### config.mk
export PLATFORM = sky130hd
export DESIGN_NAME = counter_arbiter
export DESIGN_NICKNAME = d
export VERILOG_FILES = /design/src/rtl/counter_arbiter.sv
export SDC_FILE = /design/constraint.sdc
export NUM_CORES = 1
export LEC_CHECK = 0
export CAP_MARGIN = 20
export CORE_AREA = 2 2 39 41
export DETAILED_ROUTE_END_ITERATION = 7
export DIE_AREA = 0 0 41 43
export GPL_TIMING_DRIVEN = 0
export PLACE_DENSITY = 0.71
export SYNTH_ARGS = -nofsm -noshare
export SYNTH_HDL_FRONTEND = slang
export SYNTH_SLANG_ARGS = --single-unit
### constraint.sdc
create_clock -name clk -period 2.1 [get_ports clk]
set_input_delay 0.42 -clock clk [delete_from_list [all_inputs] [get_ports clk]]
set_output_delay 0.42 -clock clk [all_outputs]
set_load 0.05 [all_outputs]
### src/rtl/counter_arbiter.sv
// Round-robin owner of one shared flex_counter: latches the winner's delay length, clears,
// runs the count until rollover, then pulses done to the owner.
module counter_arbiter #(
  parameter int unsigned NUM_CNT_BITS = 4
) (
  input  logic                    clk,
  input  logic                    n_rst,
  input  logic                    req_a,
  input  logic [NUM_CNT_BITS-1:0] len_a,
  input  logic                    req_b,
  input  logic [NUM_CNT_BITS-1:0] len_b,
  output logic                    grant_a,
  output logic                    grant_b,
  output logic                    done_a,
  output logic                    done_b,
  output logic                    busy,
  output logic                    cnt_clear,
  output logic                    cnt_enable,
  output logic [NUM_CNT_BITS-1:0] cnt_rollover_val,
  input  logic                    cnt_rollover_flag
);

  typedef enum logic [1:0] {StIdle, StLoad, StRun, StDone} state_e;

  // Requester encoding for owner/last_grant: 0 = A, 1 = B.
  state_e                  state_q, state_d;
  logic                    owner_q, owner_d;
  logic                    last_q, last_d;
  logic [NUM_CNT_BITS-1:0] len_q, len_d;

  logic                    winner;
  logic [NUM_CNT_BITS-1:0] winner_len;
  logic                    owner_req;

  // On a tie the requester not served last time wins.
  assign winner     = (req_a & req_b) ? ~last_q : req_b;
  assign winner_len = winner ? len_b : len_a;
  assign owner_req  = owner_q ? req_b : req_a;

  always_comb begin
    state_d = state_q;
    owner_d = owner_q;
    last_d  = last_q;
    len_d   = len_q;
    unique case (state_q)
      StIdle: begin
        if (req_a | req_b) begin
          state_d = StLoad;
          owner_d = winner;
          last_d  = winner;
          len_d   = (winner_len == '0) ? NUM_CNT_BITS'(1) : winner_len;
        end
      end
      StLoad: state_d = StRun;
      StRun: begin
        // A withdrawn request abandons the count; the next LOAD clears the counter.
        if (!owner_req) begin
          state_d = StIdle;
        end else if (cnt_rollover_flag) begin
          state_d = StDone;
        end
      end
      StDone: state_d = StIdle;
      default: state_d = StIdle;
    endcase
  end

  always_ff @(posedge clk or negedge n_rst) begin
    if (!n_rst) begin
      state_q <= StIdle;
      owner_q <= 1'b0;
      last_q  <= 1'b1;
      len_q   <= NUM_CNT_BITS'(1);
    end else begin
      state_q <= state_d;
      owner_q <= owner_d;
      last_q  <= last_d;
      len_q   <= len_d;
    end
  end

  // Every output is a decode of registered state only.
  assign busy             = (state_q != StIdle);
  assign grant_a          = busy & ~owner_q;
  assign grant_b          = busy & owner_q;
  assign done_a           = (state_q == StDone) & ~owner_q;
  assign done_b           = (state_q == StDone) & owner_q;
  assign cnt_clear        = (state_q == StLoad) | (state_q == StDone);
  assign cnt_enable       = (state_q == StRun);
  assign cnt_rollover_val = len_q;

endmodule

Word-level counts from Yosys, hierarchy flattened. Index checks and enable logic that the tools add are counted.

Eq/ne operators: 5. Muxes and demuxes: 8. Bitwise logic cells: 9. Reduce and logical (&&, ||, !) cells: 5.

Operators with widths (count): $mux 4 (2); $pmux 2 s4 (1); $mux 2 (3); $and 1x1->1 (5); $eq 2x2->1 const B (2); $logic_not 4->1 (1); $reduce_and 2->1 (2); $ne 3x3->1 const B (1); $eq 2x1->1 const B (1); $logic_not 2->1 (1); $mux 1 (2); $ne 2x2->1 const B (1); $not 1->1 (2); $or 1x1->1 (2); $reduce_bool 2->1 (1).

Flip-flop bits (word level): 8. Output and inout port bits: 11. Logic and storage cells: 31.

Longest topological paths before layout. Gate-level depths: netlist of the first run.

Depth after elaboration: 5. Mapped depth: 4. Gate-level depth less buffers: 3.

Worst setup path before layout of the first run. OpenSTA, ideal clock, no wires.

Path type: register to output. From: reg state_q[0]. To: out grant_a. Arrival time: 1.598 ns. Required time: 1.680 ns. Setup slack: 0.082 ns. Stages on the path, launching flop included: 4. Buffers on the path: 1. Cells stage by stage: dfrtp_1 -> or2_1 -> buf_2 -> nor2b_1.

Word-level cells in the longest chain between the ends: 2.

Ends and longest elaborated chain: start, declared (RTL line 26) `state_e state_q, state_d;`; start signal, assigned (RTL line 70) `state_q <= StIdle;`; start signal, assigned (RTL line 75) `state_q <= state_d;`; $reduce_bool 2->1 (RTL line 83) `assign busy = (state_q != StIdle);`; named net busy (RTL line 16) `output logic busy,`; $and 1x1->1 (RTL line 84) `assign grant_a = busy & ~owner_q;`; end, declared (RTL line 12) `output logic grant_a,`.

The timed path passes the listed nets, and every way through them passes these cells.

Final worst setup path of the first run.
From: reg state_q[0]. To: out cnt_clear.

Word-level cells in the longest chain between the ends: 2. Elaborated cells on any way between the ends: 3.

Ends and longest elaborated chain: $eq 2x1->1 / $eq 2x2->1 (equally long branches) (RTL line 88) `assign cnt_clear = (state_q == StLoad) | (state_q == StDone);`; $or 1x1->1 * (RTL line 88); end, declared (RTL line 17) `output logic cnt_clear,`.

Mark *: on every way between the ends. The rest lies on a longest branch, timed or not.

==> flow_metrics.tcl, run 1 <==
set metrics [dict create \
    outcome "completed" \
    crit_required_ps 1680 \
    antenna_found_initial 0 \
    gp_congestion 0.699 \
    routed_wl_microns 934 \
    synth_seq_cells 8 \
    hold_viol 0 \
    fin_setup_tns_ps 0 \
    die_x_microns 41 \
    synth_edf_count 0 \
    core_area_sq_mm 0.00138 \
    setup_viol 0 \
    grt_pass1_wl_mm 1.50 \
    grt_pass1_vias 360 \
    tightestPinTransition_ps 502 \
    place_inst 81 \
    avgSynthCellArea_sq_um 11.2 \
    layout.nets 83 \
    finish.utilization 0.534 \
    drt-initial-drc-count 5 \
    floorplan.initialDensity 0.340 \
    cp_slowest_cell "clkdlybuf4s50_1" \
    clkLatencyLatePin_ps 250 \
    synth_async_sr_flop_share 1.00 \
    path_class "flip-flop to primary output" \
    post_cts_buffers 0 \
    drv_cap 0 \
    drc 0 \
    overflow 0 \
    hpwl_microns 734 \
    syn-num-nets 55 \
    critPathMaxStageDelay_ps 790 \
    die_height_microns 43 \
    critPathMaxFanout 7 \
    crit_chain "clkbuf_1 -> clkdlybuf4s50_1" \
    setup.worst_path.end_class "primary output" \
    p_leak_nw 0.350 \
    num_rows 14 \
    ir_worst_vdd_mv 0.854 \
    port_buffers 23 \
    syn_to_final_growth_pct 57.2 \
    fill_cells 140 \
    wire_per_inst_microns 11.0 \
    vias_per_cell 4.58 \
    place_ws_ps 13.5 \
    r2r_setup_slack_ps 650 \
    yosysSeqAreaShare 0.431 \
    h-tree-depth 1 \
    synthCells 42 \
    p_per_area_mw_per_mm2 1690 \
    cts_buffers 3 \
    synth.distinct_cells 21 \
    io_pins 24 \
    rsz0062_at_grt "false" \
    stdcell_count 85 \
    fin_skew_ps 4.84 \
    dieArea_sq_mm 0.00176 \
    routed-via-count 389 \
    synth_area_sq_um 470 \
    holdWs_ps 437 \
    diodes 0 \
    slew-limit-headroom 0.665 \
    cts-root-buf "clkbuf_4" \
    cts_tree "built" \
    cts_buffer_depth 2 \
    period_share 0.945 \
    hold_path.class "input port to asynchronous set/reset pin" \
    layout_min_cycle_time_ps 1980 \
    max_freq_mhz 504 \
    finalMaxSlewViolations 0 \
    grt_max_degree 9 \
    grt_usage 0.130 \
    cts.clk_slew.worst_paths_ps 50 \
    cp-start-kind "flip-flop" \
    hold_buffers 0 \
    ys.flop_type "dfrtp_1" \
    post-route-worst-setup-slack_ps 116 \
    firstDrtPassIters 4 \
    ys_warn_count 0 \
    cts_sinks 8 \
    drtAntennaViolNets 0 \
    drive_above_1_share 0.290 \
    arrival_ps 1560 \
]
-- logic make-up (layout without fill, tap and decap cells) --
| kind of cell | after synthesis | in the layout | share of synthesized area |
|---|---|---|---|
| flip-flops | 8 | 8 | 0.431 |
| buffers and inverters | 5 | 32 | 0.0425 |
| AO/OA/AOI/OAI | 5 | 5 | 0.0931 |
| AND/OR/NAND/NOR | 14 | 14 | 0.186 |
| multiplexers | 10 | 10 | 0.247 |
-- per-stage QoR --
step / power, W / instance area, sq um
3_3_place_gp: 0.00117 / 721
3_5_place_dp: 0.00117 / 721
6_report: 0.00125 / 739
2_1_floorplan: 0.000907 / 470
5_1_grt: 0.00132 / 739
4_1_cts: 0.00127 / 742
-- worst max-delay path, delay by kind of cell (launching register included) --
kind,cells,cell delay (ps)
buffers and inverters,2,900
DFF,1,410
-- synth_stat cells (2+ instances only) --
library cell,count,share of area
nor2_1,3,0.024
dfrtp_1,6,0.32
mux2_2,9,0.22
nor2b_1,2,0.027
inv_1,3,0.024
nand2_1,2,0.016
dfstp_2,2,0.11
nor3_1,2,0.021
-- metal layers --
| metal | track usage | part of all wire |
|---|---|---|
| met4 | 0.0800 | 0.012 |
| met2 | 0.178 | 0.44 |
| met5 | 0 | 0 |
| met1 | 0.166 | 0.48 |
| met3 | 0.0471 | 0.074 |
-- layout by cell type, fill, tap and decap left out --
cell	count
nor2_8	1
dfrtp_1	6
dlymetal6s2s_1	2
a2bb2oi_1	1
mux2_2	9
clkdlybuf4s50_1	17
nor2b_1	2
dlygate4sd2_1	2
inv_1	3
a21boi_2	1
clkbuf_4	3
mux2_4	1
clkbuf_2	2
or2b_1	1
and3_1	1
buf_2	1
dfstp_2	2
nor2_1	3
clkbuf_1	2
a32oi_1	1
o32a_1	1
nor3_1	2
or2_1	1
o21ai_0	1
and2_1	1
nand2_1	2
-- state kept, by name, indices dropped and copies added (netlist names) --
| register | cells |
|---|---|
| last_q | 1 |
| cnt_rollover_val | 4 |
| owner_q | 1 |
| state_q | 2 |
-- cell type report --
class,count,area (sq um),area share
Tap cell,16,20.0,0.0271
Timing Repair Buffer,23,223,0.301
Sequential cell,8,203,0.274
Inverter,3,11.3,0.0152
Multi-Input combinational cell,29,248,0.335
Buffer,2,8.76,0.0118
Clock buffer,4,26.3,0.0355
-- repair_timing --
action	4_1_cts	5_1_grt
gates resized for setup	4	6
setup endpoints to repair	4	4
hold endpoints to repair	0	0
-- report_power, final --
group | total [W] | switching (W) | internal, W
Combinational | 0.000814 | 0.000512 | 0.000302
Clock | 0.000123 | 0.0000504 | 0.0000725
Sequential | 0.000311 | 0.0000654 | 0.000245
Total | 0.00125 | 0.000628 | 0.000619
-- final timing paths --
check                                                startpoint                              end  cells after the start
worst max-delay path                     state_q[0]$_DFFE_PN0P_                        cnt_clear                      2
worst min-delay path                                      n_rst  cnt_rollover_val[3]$_DFFE_PN0P_                      1
worst max register to register           state_q[0]$_DFFE_PN0P_  cnt_rollover_val[2]$_DFFE_PN0P_                      4
worst min register to register  cnt_rollover_val[3]$_DFFE_PN0P_  cnt_rollover_val[3]$_DFFE_PN0P_                      1
max in group asynchronous                                 n_rst               last_q$_DFFE_PN1P_                      1
min in group clk                cnt_rollover_val[3]$_DFFE_PN0P_  cnt_rollover_val[3]$_DFFE_PN0P_                      1
Power figures use the tool's default switching activity.
==> run 2: changes to the inputs <==
--- a/config.mk
+++ b/config.mk
@@ -7,10 +7,12 @@
 export LEC_CHECK = 0
 export CAP_MARGIN = 20
 export CORE_AREA = 2 2 39 41
+export CTS_BUF_LIST = sky130_fd_sc_hd__clkbuf_8
 export DETAILED_ROUTE_END_ITERATION = 7
 export DIE_AREA = 0 0 41 43
 export GPL_TIMING_DRIVEN = 0
 export PLACE_DENSITY = 0.71
+export SETUP_SLACK_MARGIN = 0.4
 export SYNTH_ARGS = -nofsm -noshare
 export SYNTH_HDL_FRONTEND = slang
 export SYNTH_SLANG_ARGS = --single-unit
==> run 2 against run 1 <==
Effect of this change:
- sequential power about the same
- non-clock buffer count grew 7
- count of clock-buffer cells in the layout shrank 1
- clock power increased by 46%
- final cell count rose by 7.1%
- sequential share of layout area is 2.6 points lower
- highest routed layer is now met3
- register-to-register slack lost 60 ps
- combinational power increased by 17%
- power grew 15%
- global-route usage rose by 0.76 points
- sequential cell count stayed put
- fmax up 16%
==> flow_metrics.tcl, run 2 (synthesized netlist as in run 1, its figures left out) <==
set metrics [dict create \
    outcome "completed" \
    layout_min_cycle_time_ps 1710 \
    ir_worst_vdd_mv 0.610 \
    fin_setup_tns_ps 0 \
    die_x_microns 41 \
    io_pins 24 \
    cts_tree "built" \
    core_area_sq_mm 0.00138 \
    clkLatencyLatePin_ps 220 \
    dieArea_sq_mm 0.00176 \
    drc 0 \
    post-route-worst-setup-slack_ps 391 \
    setup.worst_path.end_class "primary output" \
    routed-via-count 423 \
    antenna_found_initial 0 \
    die_height_microns 43 \
    p_leak_nw 0.391 \
    hpwl_microns 785 \
    crit_required_ps 1680 \
    holdWs_ps 469 \
    overflow 0 \
    drive_above_1_share 0.453 \
    p_per_area_mw_per_mm2 1750 \
    hold_viol 0 \
    firstDrtPassIters 2 \
    vias_per_cell 4.65 \
    critPathMaxFanout 3 \
    slew-limit-headroom 0.669 \
    path_class "flip-flop to primary output" \
    cts.clk_slew.worst_paths_ps 40 \
    grt_max_degree 9 \
    cp-start-kind "flip-flop" \
    tightestPinTransition_ps 498 \
    grt_pass1_wl_mm 1.61 \
    layout_commonest_cell "clkdlybuf4s50_1" \
    placement.cell_area_sq_um 729 \
    setup_viol 0 \
    cts_buffers 3 \
    num_rows 14 \
    max_freq_mhz 585 \
    rsz0062_at_grt "true" \
    layout_common_cells "clkdlybuf4s50_1, mux2_2, buf_4" \
    place_ws_ps -23.2 \
    drtAntennaViolNets 0 \
    diodes 0 \
    cts-root-buf "clkbuf_8" \
    finalMaxSlewViolations 0 \
    cts_buffer_depth 2 \
    drt-initial-drc-count 2 \
    layout.nets 90 \
    wire_per_inst_microns 11.8 \
    largest_register_ffs 4 \
    h-tree-depth 1 \
    grt_usage 0.137 \
    drv_cap 0 \
    syn_to_final_growth_pct 75.0 \
    period_share 0.814 \
    floorplan.initialDensity 0.340 \
    report.power.total_w 0.00144 \
    arrival_ps 1290 \
    fin_skew_ps 0.634 \
    fin_area_sq_um 823 \
    grt_pass1_vias 416 \
    routed_wl_mm 1.08 \
    gp_congestion 0.642 \
    cts_sinks 8 \
    port_buffers 23 \
    hold_path.class "input port to asynchronous set/reset pin" \
]
-- run 2: cell count changes in the layout (fill, tap and decap cells not counted), moves of 3 or more --
cell / before / now
clkdlybuf4s50_1: 17 / 10
buf_4: 0 / 7
clkbuf_4: 3 / 0
buf_2: 1 / 4
clkbuf_8: 0 / 3
-- run 2: final cells by class --
| type | instances | area (sq um) |
|---|---|---|
| Buffer | 2 | 15.0 |
| Clock buffer | 3 | 41.3 |
| Fill cell | 116 | 561 |
| Inverter | 3 | 11.3 |
| Multi-Input combinational cell | 29 | 265 |
| Sequential cell | 8 | 204 |
| Tap cell | 16 | 20.0 |
| Timing Repair Buffer | 30 | 267 |
-- run 2: power by group --
group / leakage (nW) / internal [W] / total (W) / switching (W)
combinational: 0.278 / 0.000397 / 0.000952 / 0.000555
sequential: 0.0918 / 0.000248 / 0.000309 / 0.0000614
clock: 0.0216 / 0.000124 / 0.000179 / 0.0000549
total: 0.391 / 0.000769 / 0.00144 / 0.000672
-- run 2: critical path, stage by stage, from the launching register on --
cell and delay (ps):
dfrtp_1 360, buf_4 120, clkbuf_1 90, clkdlybuf4s15_1 500
-- run 2: path summary, 6_finish.rpt --
check / startpoint / end / slack, ps / cells after the start
hold / removal: n_rst / cnt_rollover_val[1]$_DFFE_PN0P_ / 470 / 1
min in group clk: cnt_rollover_val[1]$_DFFE_PN0P_ / cnt_rollover_val[1]$_DFFE_PN0P_ / 500 / 1
setup / recovery: state_q[0]$_DFFE_PN0P_ / cnt_clear / 390 / 3
hold reg to reg: cnt_rollover_val[1]$_DFFE_PN0P_ / cnt_rollover_val[1]$_DFFE_PN0P_ / 500 / 1
max in group asynchronous: n_rst / last_q$_DFFE_PN1P_ / 1340 / 1
setup reg to reg: state_q[1]$_DFFE_PN0P_ / cnt_rollover_val[3]$_DFFE_PN0P_ / 590 / 5
-- run 2: what timing repair did --
item,CTS,global route
pin swaps,0,2
resized for setup,37,13
setup buffers,4,3
hold buffers,0,0
setup endpoints to repair,15,9
-- run 2: metal layers --
metal,track usage,vias to the layer above,routed length [microns]
li1,-,216,-
met1,0.154,199,454
met2,0.222,8,572
met3,0.0314,0,50
met4,0.0800,0,0
met5,0,-,0
-- run 2: metrics by stage --
step                 util  std cells
global placement    0.527         81
floorplan               -         42
global route        0.595         91
finish              0.595         91
CTS                 0.575         88
detailed placement  0.527         81
==> run 3: changes to the inputs <==
--- a/config.mk
+++ b/config.mk
@@ -6,12 +6,12 @@
 export NUM_CORES = 1
 export LEC_CHECK = 0
 export CAP_MARGIN = 20
-export CORE_AREA = 2 2 39 41
+export CORE_MARGIN = 1.5
+export CORE_UTILIZATION = 36
 export CTS_BUF_LIST = sky130_fd_sc_hd__clkbuf_8
 export DETAILED_ROUTE_END_ITERATION = 7
-export DIE_AREA = 0 0 41 43
 export GPL_TIMING_DRIVEN = 0
-export PLACE_DENSITY = 0.71
+export PLACE_DENSITY = 0.76
 export SETUP_SLACK_MARGIN = 0.4
 export SYNTH_ARGS = -nofsm -noshare
 export SYNTH_HDL_FRONTEND = slang
==> constraint.sdc (replaced) <==
create_clock -name clk -period 1.5 [get_ports clk]
set_input_delay 0.3 -clock clk [delete_from_list [all_inputs] [get_ports clk]]
set_output_delay 0.3 -clock clk [all_outputs]
set_load 0.05 [all_outputs]
==> run 3 against run 2 <==
Effect of this change:
- the flow now finishes with violations (negative setup slack)
- routed wire length increased by 61%
- first-iteration DRC count grew to 2.5 times the previous value
- sequential power is 50% higher
- die area decreased by 13%
- critical path depth grew 1
- setup slack lost 480 ps
- via count is 15% higher
- register-to-register slack got worse by 590 ps
- highest routed layer is now met4
==> flow_metrics.tcl, run 3 (synthesized netlist as in run 1, its figures left out) <==
set metrics [dict create \
    placement.cell_area_sq_um 772 \
    reg2reg_depth 5 \
    layout_min_cycle_time_ps 1590 \
    num_rows 12 \
    path_class "flip-flop to primary output" \
    violations "negative setup slack" \
    hold_path.class "input port to asynchronous set/reset pin" \
    grt_pass1_vias 514 \
    cts-root-buf "clkbuf_8" \
    layout.nets 95 \
    finalMaxSlewViolations 0 \
    die_x_microns 39.2 \
    p_per_area_mw_per_mm2 2650 \
    overflow 0 \
    vias_per_cell 5.12 \
    h-tree-depth 1 \
    slew-limit-headroom 0.711 \
    fin_skew_ps 6.99 \
    cts.clk_slew.worst_paths_ps 50 \
    drtAntennaViolNets 0 \
    clkLatencyLatePin_ps 230 \
    p_leak_nw 0.480 \
    drive_above_1_share 0.654 \
    hpwl_microns 781 \
    diodes 0 \
    drc 0 \
    port_buffers 23 \
    reg2reg_to "cnt_rollover_val[3]$_DFFE_PN0P_" \
    grt_pass1_wl_mm 2.33 \
    fin_area_sq_mm 0.00101 \
    wl_met1_microns 754 \
    cts_buffers 3 \
    layout_commonest_cell "clkdlybuf4s50_1" \
    floorplan.initialDensity 0.407 \
    rsz0062_at_grt "true" \
    wl_met3_microns 61 \
    tightestPinTransition_ps 432 \
    gp_congestion 0.700 \
    r2r_start "state_q[0]$_DFFE_PN0P_" \
    setup.worst_path.end_class "primary output" \
    period_share 1.06 \
    routed-wl-met2_microns 865 \
    r2r_setup_slack_ps 0 \
    core_area_sq_mm 0.00116 \
    fill_cells 51 \
    die_height_microns 39.2 \
    routed-via-count 486 \
    firstDrtPassIters 4 \
    critPathMaxFanout 4 \
    antenna_found_initial 0 \
    wire_per_inst_microns 18.2 \
    grt_usage 0.238 \
    drt-initial-drc-count 5 \
    hold_viol 0 \
    drv_cap 0 \
    cts_tree "built" \
    grt_max_degree 9 \
    arrival_ps 1290 \
    cp-start-kind "flip-flop" \
    outcome "finished with violations" \
    max_freq_mhz 630 \
    layout_common_cells "clkdlybuf4s50_1, buf_8, mux2_4, buf_6, buf_4" \
    highest_layer "met4" \
    hold_buffers 0 \
    io_pins 24 \
    syn_to_final_growth_pct 115 \
    routed_wl_mm 1.73 \
    fin_setup_tns_ps -272 \
    ir_worst_vdd_mv 1.70 \
    setup_viol 6 \
    largest_register_ffs 4 \
    post-route-worst-setup-slack_ps -87.4 \
    dieArea_sq_mm 0.00153 \
    cts_sinks 8 \
    cts_buffer_depth 2 \
    crit_required_ps 1200 \
]
run 3: changes by cell type in the layout (fill, tap and decap cells not counted), moves of 4 or more:
cell / before / now
buf_8: 1 / 8
mux2_2: 9 / 2
mux2_4: 1 / 8
buf_6: 2 / 8
buf_2: 4 / 0
dlygate4sd2_1: 4 / 0
run 3: worst max path at each step:
stage,startpoint,to,slack (ps),depth (start not counted)
CTS,state_q[1]$_DFFE_PN0P_,grant_b,-70,4
finish,state_q[0]$_DFFE_PN0P_,grant_b,-90,4
floorplan,state_q[0]$_DFFE_PN0P_,cnt_rollover_val[1]$_DFFE_PN0P_,130,4
global placement,state_q[0]$_DFFE_PN0P_,grant_b,-460,4
global route,state_q[0]$_DFFE_PN0P_,grant_b,-100,4
detailed placement,state_q[0]$_DFFE_PN0P_,grant_b,-450,4
run 3: per-stage QoR:
step                      hold slack, ps   util  total power, W  worst slack, ps  cells
after floorplan                     4.41      -         0.00142              128     42
after global placement               499  0.668         0.00179             -459     79
after detailed placement             498  0.668         0.00180             -452     79
after CTS                            355  0.823         0.00248            -69.5     93
after global routing                 372  0.873         0.00277            -99.2     95
final                                347  0.873         0.00268            -87.4     95
run 3: worst max-delay path, cell delays in order, from the launching register on:
cell	delay (ps)
dfrtp_2	410
or2_1	250
buf_8	130
and2_4	130
buf_8	140
run 3: cell type report:
| type | count | area (sq um) | area share |
|---|---|---|---|
| plain buffers | 2 | 20.0 | 0.0198 |
| clock buffers | 3 | 41.3 | 0.0409 |
| clock inverters | 1 | 3.75 | 0.00372 |
| inverters | 3 | 11.3 | 0.0112 |
| multi-input cells | 29 | 328 | 0.325 |
| flip-flops and latches | 8 | 205 | 0.203 |
| well taps | 14 | 17.5 | 0.0173 |
| repair buffers | 35 | 383 | 0.379 |
run 3: report_power, final:
part | switching (W) | total (W) | internal, W
logic | 0.000962 | 0.00195 | 0.000991
registers | 0.000111 | 0.000462 | 0.000350
clock network | 0.0000872 | 0.000265 | 0.000177
run 3: per-layer routing:
| metal | up-vias | track usage |
|---|---|---|
| met5 | - | 0 |
| met4 | 0 | 0.121 |
| met3 | 6 | 0.0462 |
| met2 | 15 | 0.396 |
| met1 | 241 | 0.286 |
| li1 | 224 | - |
run 3: timing repair:
action	4_1_cts	5_1_grt
endpoints found under the setup margin	19	18
endpoints found under the hold margin	0	0
buffers inserted	10	2
pin swaps	4	6
gates resized for setup	90	16
